<file path="src/rtl/load_data_ext_pkg.sv">
// Shared instruction definitions for the load/store datapath: opcodes and request legality.
package load_data_ext_pkg;

  localparam logic [5:0] OpLb  = 6'b100000;
  localparam logic [5:0] OpLh  = 6'b100001;
  localparam logic [5:0] OpLw  = 6'b100011;
  localparam logic [5:0] OpLbu = 6'b100100;
  localparam logic [5:0] OpLhu = 6'b100101;
  localparam logic [5:0] OpSb  = 6'b101000;
  localparam logic [5:0] OpSh  = 6'b101001;
  localparam logic [5:0] OpSw  = 6'b101011;

  localparam int unsigned CntW = 8;

  function automatic logic is_load(input logic [5:0] op);
    logic r;
    case (op)
      OpLb, OpLh, OpLw, OpLbu, OpLhu: r = 1'b1;
      default:                        r = 1'b0;
    endcase
    return r;
  endfunction

  function automatic logic is_store(input logic [5:0] op);
    logic r;
    case (op)
      OpSb, OpSh, OpSw: r = 1'b1;
      default:          r = 1'b0;
    endcase
    return r;
  endfunction

  // Natural alignment: words on 4-byte, halves on 2-byte boundaries.
  function automatic logic load_legal(input logic [5:0] op, input logic [1:0] addr_lo);
    logic r;
    case (op)
      OpLw:         r = (addr_lo == 2'b00);
      OpLh, OpLhu:  r = ~addr_lo[0];
      OpLb, OpLbu:  r = 1'b1;
      default:      r = 1'b0;
    endcase
    return r;
  endfunction

endpackage

</file>
<file path="src/rtl/load_extract.sv">
// Little-endian lane select plus sign/zero extension of a loaded memory word.
module load_extract
  import load_data_ext_pkg::*;
(
  input  logic [5:0]  op,
  input  logic [1:0]  addr_lo,
  input  logic [31:0] word,
  output logic [31:0] value
);

  logic [7:0]  byte_lane;
  logic [15:0] half_lane;

  always_comb begin
    unique case (addr_lo)
      2'b00: byte_lane = word[7:0];
      2'b01: byte_lane = word[15:8];
      2'b10: byte_lane = word[23:16];
      2'b11: byte_lane = word[31:24];
      default: byte_lane = word[7:0];
    endcase
    half_lane = addr_lo[1] ? word[31:16] : word[15:0];
  end

  always_comb begin
    case (op)
      OpLb:    value = {{24{byte_lane[7]}}, byte_lane};
      OpLbu:   value = {24'h0, byte_lane};
      OpLh:    value = {{16{half_lane[15]}}, half_lane};
      OpLhu:   value = {16'h0, half_lane};
      OpLw:    value = word;
      default: value = 32'h0;
    endcase
  end

endmodule

</file>
<file path="src/rtl/load_data_ext.sv">
// Load unit: accepts a load request, waits for the memory word with a timeout,
// and returns the lane-selected, extended result.
module load_data_ext
  import load_data_ext_pkg::*;
#(
  parameter int unsigned TIMEOUT_CYC = 16
) (
  input  logic        clk,
  input  logic        rst_n,
  input  logic        start,
  input  logic [5:0]  op,
  input  logic [1:0]  addr_lo,
  input  logic [31:0] mem_rdata,
  input  logic        mem_valid,
  output logic        busy,
  output logic [31:0] rdata,
  output logic        done,
  output logic        err
);

  typedef enum logic {
    StIdle,
    StWait
  } state_e;

  localparam logic [CntW-1:0] CntLimit = CntW'(TIMEOUT_CYC - 1);

  state_e            state_q, state_d;
  logic [CntW-1:0]   cnt_q, cnt_d;
  logic [5:0]        op_q, op_d;
  logic [1:0]        addr_q, addr_d;
  logic [31:0]       rdata_q, rdata_d;
  logic              done_q, done_d;
  logic              err_q, err_d;
  logic [31:0]       ext_value;

  load_extract u_extract (
    .op      (op_q),
    .addr_lo (addr_q),
    .word    (mem_rdata),
    .value   (ext_value)
  );

  always_comb begin
    state_d = state_q;
    cnt_d   = cnt_q;
    op_d    = op_q;
    addr_d  = addr_q;
    rdata_d = rdata_q;
    done_d  = 1'b0;
    err_d   = 1'b0;
    unique case (state_q)
      StIdle: begin
        if (start) begin
          if (load_legal(op, addr_lo)) begin
            op_d    = op;
            addr_d  = addr_lo;
            cnt_d   = '0;
            state_d = StWait;
          end else begin
            err_d = 1'b1;
          end
        end
      end
      StWait: begin
        // mem_valid takes priority over a timeout landing in the same cycle.
        if (mem_valid) begin
          rdata_d = ext_value;
          done_d  = 1'b1;
          state_d = StIdle;
        end else if (cnt_q == CntLimit) begin
          err_d   = 1'b1;
          cnt_d   = '0;
          state_d = StIdle;
        end else begin
          cnt_d = cnt_q + 1'b1;
        end
      end
      default: state_d = StIdle;
    endcase
  end

  always_ff @(posedge clk or negedge rst_n) begin
    if (!rst_n) begin
      state_q <= StIdle;
      cnt_q   <= '0;
      op_q    <= '0;
      addr_q  <= '0;
      rdata_q <= 32'h0000_0000;
      done_q  <= 1'b0;
      err_q   <= 1'b0;
    end else begin
      state_q <= state_d;
      cnt_q   <= cnt_d;
      op_q    <= op_d;
      addr_q  <= addr_d;
      rdata_q <= rdata_d;
      done_q  <= done_d;
      err_q   <= err_d;
    end
  end

  assign busy  = (state_q == StWait);
  assign rdata = rdata_q;
  assign done  = done_q;
  assign err   = err_q;

endmodule

</file>
<file path="config.mk">
export PLATFORM = sky130hd
export DESIGN_NAME = load_data_ext
export DESIGN_NICKNAME = d
export VERILOG_FILES = /design/src/rtl/load_data_ext_pkg.sv /design/src/rtl/load_extract.sv /design/src/rtl/load_data_ext.sv
export SDC_FILE = /design/constraint.sdc
export NUM_CORES = 1
export LEC_CHECK = 0
export CELL_PAD_IN_SITES_DETAIL_PLACEMENT = 0
export CELL_PAD_IN_SITES_GLOBAL_PLACEMENT = 2
export CORE_UTILIZATION = 32
export DETAILED_ROUTE_END_ITERATION = 7
export PLACE_DENSITY_LB_ADDON = 0.15
export SLEW_MARGIN = 20
export SYNTH_ARGS = -nofsm -noshare
export SYNTH_HDL_FRONTEND = slang
export SYNTH_SLANG_ARGS = --single-unit
</file>
<file path="constraint.sdc">
create_clock -name clk -period 3.55 [get_ports clk]
set_input_delay 0.71 -clock clk [delete_from_list [all_inputs] [get_ports clk]]
set_output_delay 0.71 -clock clk [all_outputs]
set_load 0.05 [all_outputs]
</file>
# ---- Word-level counts from Yosys, hierarchy flattened
# Cells that the tools add are included.
dict set report totals {
  in_bits 44
  output_inout_bits 35
  register_bits 51
  word_cells 57
}
dict set report op_classes {
  n_reduce_logical 7
  n_bitwise 2
  n_eq_ne 17
  n_mux 23
  n_addsub 1
}
# op n
set ops {}
lappend ops {{32-bit case mux with 5 select lines} 1}
lappend ops {{6-bit equality test, second input constant} 10}
lappend ops {{8-bit 2-to-1 mux} 4}
lappend ops {{8-bit case mux with 4 select lines} 1}
lappend ops {{16-bit 2-to-1 mux} 1}
lappend ops {{8-bit case mux with 2 select lines} 1}
lappend ops {{1-bit 2-to-1 mux} 12}
lappend ops {{8-bit by 1-bit adder with 8-bit output, second input constant} 1}
lappend ops {{8-bit by 4-bit equality test with 1-bit output, second input constant} 1}
lappend ops {{2-bit != test, second input constant} 3}
lappend ops {{3-bit AND reduction} 2}
lappend ops {{2-bit equality test, second input constant} 2}
lappend ops {{2-bit zero test} 2}
lappend ops {{1-bit case mux with 2 select lines} 2}
lappend ops {{2-bit OR reduction} 2}
lappend ops {{1-bit case mux with 3 select lines} 1}
lappend ops {{2-bit by 1-bit equality test with 1-bit output, second input constant} 1}
lappend ops {{1-bit inverter} 2}
lappend ops {{2-bit AND reduction} 1}

# ---- Depth between registers and ports, before layout
# Gate-level depths: netlist (run 1).
dict set report depth {
  word_depth 8
  mapped_depth 6
  ltp_nobuf 5
}

# ---- Hierarchy
# A second synthesis (run 1) with hierarchy kept.
dict set report unflattened {
  hier_cells 219
  hier_area_um2 2805.2
}
# mod area_each_um2 instances cells_each seq_area_each_um2
set by_module_without_submodules {}
lappend by_module_without_submodules {load_data_ext 2053.2 1 145 1276.2}
lappend by_module_without_submodules {load_extract 752.0 1 74 0.0}

# ---- Least setup slack after synthesis (run 1)
# Ideal clock, no wire load.
dict set report synth_timing {
  path_kind {flip-flop to flip-flop}
  from {register state_q (netlist: busy)}
  to {register rdata_q[20] (netlist: rdata[20])}
  t_arrival_ps 1786
  path_stages_with_launch 6
  period_less_slack_ps 1878
  required_time_ps 3458
  setup_time_ps 92
  path_slack_ps 1672
  cell_sequence {dfrtp_1 > nand2_1 > nor3_2 > nand2_1 > buf_2 > o31ai_2}
}
dict set report synth_via {
  elab_chain_cells 1
}
# item line_no
set synth_rtl {}
lappend synth_rtl {{start, declared} load_data_ext.sv:28} ;# state_e state_q, state_d;
lappend synth_rtl {{start signal, assigned} load_data_ext.sv:85} ;# state_q <= StIdle;
lappend synth_rtl {{start signal, assigned} load_data_ext.sv:93} ;# state_q <= state_d;
lappend synth_rtl {{2-bit AND reduction (no line)} -}
lappend synth_rtl {{end signal, assigned} load_data_ext.sv:97} ;# rdata_q <= rdata_d;
lappend synth_rtl {{end, declared} load_data_ext.sv:32} ;# logic [31:0] rdata_q, rdata_d;
# Every way passes these cells.
# A chain may end at the register's enable or synchronous reset.

# ---- Worst setup path in the final report (run 1)
dict set report layout_timing {
  from {register state_q (netlist: busy)}
  to {output busy}
}
# item line_no
set layout_lines {}
lappend layout_lines {{end, declared} load_data_ext.sv:15} ;# output logic busy,
# No word-level cell between the ends.

==> results of run 1 <==
metal layers:
| metal | global-route usage, % | vias up | wire (um) |
|---|---|---|---|
| met1 | 24.6 | 1289 | 3820 |
| met2 | 29.4 | 79 | 4020 |
| li1 | - | 1241 | - |
| met3 | 4.32 | 7 | 533 |
| met5 | 0 | - | 0 |
| met4 | 3.96 | 0 | 74 |
cells in the final DEF (no fill, tap or decap), types with 6 or more instances in the layout:
cell	count
a211oi_1	16
a21oi_1	22
a221o_1	6
a22oi_1	8
and2_1	6
buf_4	6
clkdlybuf4s50_1	77
dfrtp_1	51
inv_1	11
mux2_1	7
mux2i_1	8
nand2_1	39
nand2b_1	7
nand3_1	7
o211ai_1	6
o21ai_0	6
o221ai_1	9
o31ai_2	11
area by class of cell:
class	count	share of cell area, %
multi-input cells	211	39.0
clock buffers	6	1.89
well taps	108	3.51
flip-flops and latches	51	33.2
inverters	11	1.07
repair buffers	84	21.3
registers in the layout (all words and copies together), names as in the netlist:
| name | count |
|---|---|
| done | 1 |
| busy | 1 |
| err | 1 |
| op_q | 6 |
| addr_q | 2 |
| rdata | 32 |
| cnt_q | 8 |
logic make-up after synthesis:
logic type,synth area share (%)
muxes,6.99
xor gates and xnor gates,0.300
AOI/OAI and AO/OA,27.3
buffers and inverters,4.80
adders and majority gates,0.429
DFF,43.7
and+or+nand+nor,16.4
synth_stat cells (6+ instances only):
library cell / instances / area, sq um
o211ai_1: 6 / 45.0
o21ai_0: 6 / 30.0
mux2i_1: 8 / 80.1
nand3_1: 7 / 35.0
o31ai_2: 11 / 138
nand2b_1: 7 / 43.8
and2_1: 6 / 37.5
mux2_1: 7 / 78.8
a22oi_1: 8 / 60.1
nand2_1: 39 / 146
clkbuf_1: 8 / 30.0
buf_2: 7 / 35.0
a221o_1: 6 / 60.1
dfrtp_1: 51 / 1280
inv_1: 11 / 41.3
a21oi_1: 22 / 110
o221ai_1: 9 / 78.8
a211oi_1: 16 / 120
worst max path at each step:
stage                       endpoint  slack (ns)  cells after the start
2_1_floorplan  rdata[20]$_DFFE_PN0P_        1.67                      5
3_3_place_gp    cnt_q[6]$_DFFE_PN0P_        0.93                      5
3_5_place_dp    cnt_q[6]$_DFFE_PN0P_        0.87                      5
4_1_cts                         busy        1.16                      1
5_1_grt         cnt_q[6]$_DFFE_PN0P_        1.08                      5
6_report                        busy        1.17                      1
stage by stage:
stage                     instance area, sq um  std cells  utilization (%)
after floorplan                           2920        293                -
after global placement                    3770        465             43.1
after detailed placement                  3770        465             43.1
after CTS                                 3850        471             43.9
after global routing                      3850        471             43.9
final                                     3850        471             43.9
where the power goes:
part	internal [mW]	switching, mW	leakage [nW]
registers	0.681	0.119	0.685
clock network	0.132	0.185	0.0371
logic	0.371	0.568	0.819
==> impl_metrics.yaml, run 1 <==
outcome:
  status: "completed"
pwr:
  powerDensity_nw_per_um2: 534
  p_total_mw: 2.06
  peakVddDrop_mv: 0.287
  leakagePower_nw: 1.54
worst_setup_path:
  reg2reg_slack_ns: 1.50
  r2r-start: "op_q[1]$_DFFE_PN0P_"
  r2r_end: "rdata[9]$_DFFE_PN0P_"
  worstSetupStartpointType: "flop"
  cp.arrival_ns: 1.67
  path_buf_inv: 1
  crit_chain: "clkdlybuf4s50_1"
  crit_path_max_fanout: 8
  criticalPathCategory: "flop to primary output"
  path_delay_family: "buffers and inverters"
  critPathLaunch: "busy$_DFF_PN0_"
  reg2regPathDepth: 4
  crit_required_ns: 2.84
  max_stage_delay_ns: 0.86
  end_kind: "primary output"
  slowest_stage: "clkdlybuf4s50_1"
routing:
  routedWlPerCell_um: 17.9
  via_count: 2616
  first_iter_violations: 154
  post-route-drc-count: 0
  drtPass1Iterations: 4
  wl_um: 8450
  final_antenna_net_count: 0
  via_per_inst: 5.55
synthesis:
  synth_area_sq_um: 2920
  ys_seq_area_share_pct: 43.7
  syn_avg_cell_area_sq_um: 9.96
  synth_edf_count: 0
  syn_inst: 293
  async_flop_share_pct: 100
  synth_cell_type_count: 48
  ys_ff_latch: 51
  syn_nets: 338
  yosysWarnings: 0
  synth_flop_cell: "dfrtp_1"
place:
  gp_congestion: 0.816
  hpwl_um: 5970
  post-place-ws_ns: 0.869
  port_buffers: 78
timing:
  drv_slew: 0
  clock_skew_ns: 0.0159
  max_freq_mhz: 420
  hold_slack_ns: 0.325
  rsz0062_at_grt: "no"
  fin_crit_sh_pct: 67.0
  hold_viol_final: 0
  worst_slew_pin_slew_ns: 0.828
  min_period_ns: 2.38
  fin_ws_ns: 1.17
  slew_headroom_pct: 44.8
  setup_viol: 0
  fin_tns_setup_ns: 0
floorplan:
  coreArea_sq_um: 8760
  die-area_sq_um: 9500
  io-pin-count: 79
  rows: 34
  die_h_um: 97.5
  start_util_pct: 33.3
  die_width_um: 97.5
clocking:
  cts_buffer_depth: 2
  cts_setup_buffers: 0
  cts_hold_buffers: 0
  path_clk_slew_ns: 0.09
  cts_max_level: 2
  clockRootBuffer: "clkbuf_8"
  tritoncts: "built"
  clock_latency_ns: 0.30
  clkSinkCount: 51
  cts_resized: 0
  numCtsBuffers: 5
grt:
  grt_pass1_vias: 2615
  grt_pass1_wl_um: 13700
  track_usage_pct: 18.2
  grt_start_max_net_pins: 36
  antenna_found_initial: 0
  grt_overflow_total: 0
cells_and_area:
  antenna_cells: 0
  nets: 409
  fillers: 891
  drive_above_1_share_pct: 8.82
  register_area_sq_um: 1280
  multi_input_area_sq_um: 1500
  syn_to_final_growth_pct: 31.9
worst_hold_path:
  min_path_type: "primary input to asynchronous set/reset pin"
run:
  cap_violations: 0
Power figures use the tool's default switching activity.
==> inputs of run 2 (changes only) <==
--- a/config.mk
+++ b/config.mk
@@ -7,7 +7,7 @@
 export LEC_CHECK = 0
 export CELL_PAD_IN_SITES_DETAIL_PLACEMENT = 0
 export CELL_PAD_IN_SITES_GLOBAL_PLACEMENT = 2
-export CORE_UTILIZATION = 32
+export CORE_UTILIZATION = 27
 export DETAILED_ROUTE_END_ITERATION = 7
 export PLACE_DENSITY_LB_ADDON = 0.15
 export SLEW_MARGIN = 20
==> constraint.sdc (replaced) <==
create_clock -name clk -period 2 [get_ports clk]
set_input_delay 0.4 -clock clk [delete_from_list [all_inputs] [get_ports clk]]
set_output_delay 0.4 -clock clk [all_outputs]
set_load 0.05 [all_outputs]
==> impl_metrics.yaml, run 2 (same netlist as run 1, synthesis figures left out) <==
floorplan:
  coreArea_sq_um: 10400
  die_width_um: 106
  rows: 37
  die-area_sq_um: 11200
  start_util_pct: 28.0
  io-pin-count: 79
  die_h_um: 106
place:
  placed_area_sq_um: 4040
  hpwl_um: 6810
  gp_congestion: 0.791
  port_buffers: 78
routing:
  via_per_inst: 5.00
  drtPass1Iterations: 4
  via_count: 2633
  final_antenna_net_count: 0
  routedWlPerCell_um: 16.9
  first_iter_violations: 86
  post-route-drc-count: 0
  wl_um: 8920
worst_setup_path:
  reg2reg_slack_ns: 0.21
  cp.arrival_ns: 1.50
  worstSetupStartpointType: "flop"
  r2r_end: "rdata[2]$_DFFE_PN0P_"
  crit_path_max_fanout: 2
  critical_path_depth: 1
  criticalPathCategory: "flop to primary output"
  r2r-start: "addr_q[0]$_DFFE_PN0P_"
  crit_required_ns: 1.60
  crit_chain: "clkdlybuf4s50_1"
  end_kind: "primary output"
  path_buf_inv: 1
  max_stage_delay_ns: 0.81
  path_delay_family: "buffers and inverters"
  reg2regPathDepth: 5
  slowest_stage: "clkdlybuf4s50_1"
cells_and_area:
  final_design_area_no_fill_sq_um: 4120
  final_common_cell: "clkdlybuf4s50_1"
  largest_reg_flops: 32
  layout_common_cells: "clkdlybuf4s50_1 (72), dfrtp_1 (51), nand2_1 (39)"
  nets: 435
  drive_above_1_share_pct: 16.4
  fillers: 1038
  syn_to_final_growth_pct: 41.3
  antenna_cells: 0
timing:
  max_freq_mhz: 528
  fin_tns_setup_ns: 0
  fin_crit_sh_pct: 94.8
  hold_viol_final: 0
  slew_headroom_pct: 65.5
  worst_slew_pin_slew_ns: 0.517
  hold_slack_ns: 0.0576
  drv_slew: 0
  min_period_ns: 1.90
  setup_viol: 0
  rsz0062_at_grt: "no"
  clock_skew_ns: 0.00968
pwr:
  peakVddDrop_mv: 0.284
  leakagePower_nw: 1.70
  powerDensity_nw_per_um2: 926
grt:
  antenna_found_initial: 0
  grt_overflow_total: 0
  grt_pass1_wl_um: 14500
  grt_start_max_net_pins: 32
  track_usage_pct: 16.5
  grt_pass1_vias: 2695
run:
  cap_violations: 0
clocking:
  numCtsBuffers: 5
  cts_max_level: 2
  cts_setup_buffers: 0
  path_clk_slew_ns: 0.09
  clockRootBuffer: "clkbuf_8"
  clock_latency_ns: 0.30
  cts_buffer_depth: 2
  tritoncts: "built"
  clkSinkCount: 51
  cts_resized: 0
  cts_hold_buffers: 0
worst_hold_path:
  min_path_type: "primary input to asynchronous set/reset pin"
outcome:
  status: "completed"
## run 2: changes by cell type in the layout (fill, tap and decap cells not counted), sizes merged
cell | before | now
buf | 7 | 38
clkdlybuf4s50 | 77 | 72
clkbuf | 6 | 7
clkinv | 0 | 1
## run 2: final cells by class
type | count | area, sq um | area share (%)
multi-input cells | 211 | 1500 | 36.4
flip-flops and latches | 51 | 1280 | 30.9
repair buffers | 110 | 1050 | 25.5
well taps | 136 | 170 | 4.13
clock buffers | 7 | 76.3 | 1.85
inverters | 11 | 41.3 | 1.00
clock inverters | 1 | 5.00 | 0.121
## run 2: power breakdown
part           internal [mW]  leakage (nW)  switching [mW]
Sequential              1.21         0.685           0.172
Clock                  0.247        0.0422           0.352
Combinational          0.766         0.974            1.08
## run 2: worst max path at each step
stage	to	start
final	rdata[7]	rdata[7]$_DFFE_PN0P_
after global routing	rdata[7]	rdata[7]$_DFFE_PN0P_
after CTS	rdata[7]	rdata[7]$_DFFE_PN0P_
after detailed placement	addr_q[0]$_DFFE_PN0P_	op[0]
after global placement	rdata[6]$_DFFE_PN0P_	mem_valid
after floorplan	rdata[20]$_DFFE_PN0P_	busy$_DFF_PN0_
## run 2: per-stage QoR
step / setup WS [ns] / instances / total power, mW / utilization (%)
2_1_floorplan: 0.122 / 293 / 2.57 / -
3_3_place_gp: 0.0441 / 519 / 3.25 / 38.8
3_5_place_dp: 0.0393 / 519 / 3.26 / 38.8
4_1_cts: 0.0934 / 527 / 3.86 / 39.6
5_1_grt: 0.0572 / 527 / 4.04 / 39.6
6_report: 0.105 / 527 / 3.82 / 39.6
## run 2: routing by layer
| metal | vias up | track usage, % | wire length (um) |
|---|---|---|---|
| met3 | 6 | 2.88 | 472 |
| li1 | 1292 | - | - |
| met1 | 1258 | 22.7 | 4170 |
| met4 | 0 | 3.97 | 93 |
| met5 | - | 0 | 0 |
| met2 | 77 | 27.0 | 4190 |
## run 2: worst reg2reg max path: cells and delay by family (launching register included)
kind	cells	cell delay, ns
buffers and inverters	1	0.22
DFF	1	0.65
muxes	1	0.18
AOI/OAI and AO/OA	3	0.63
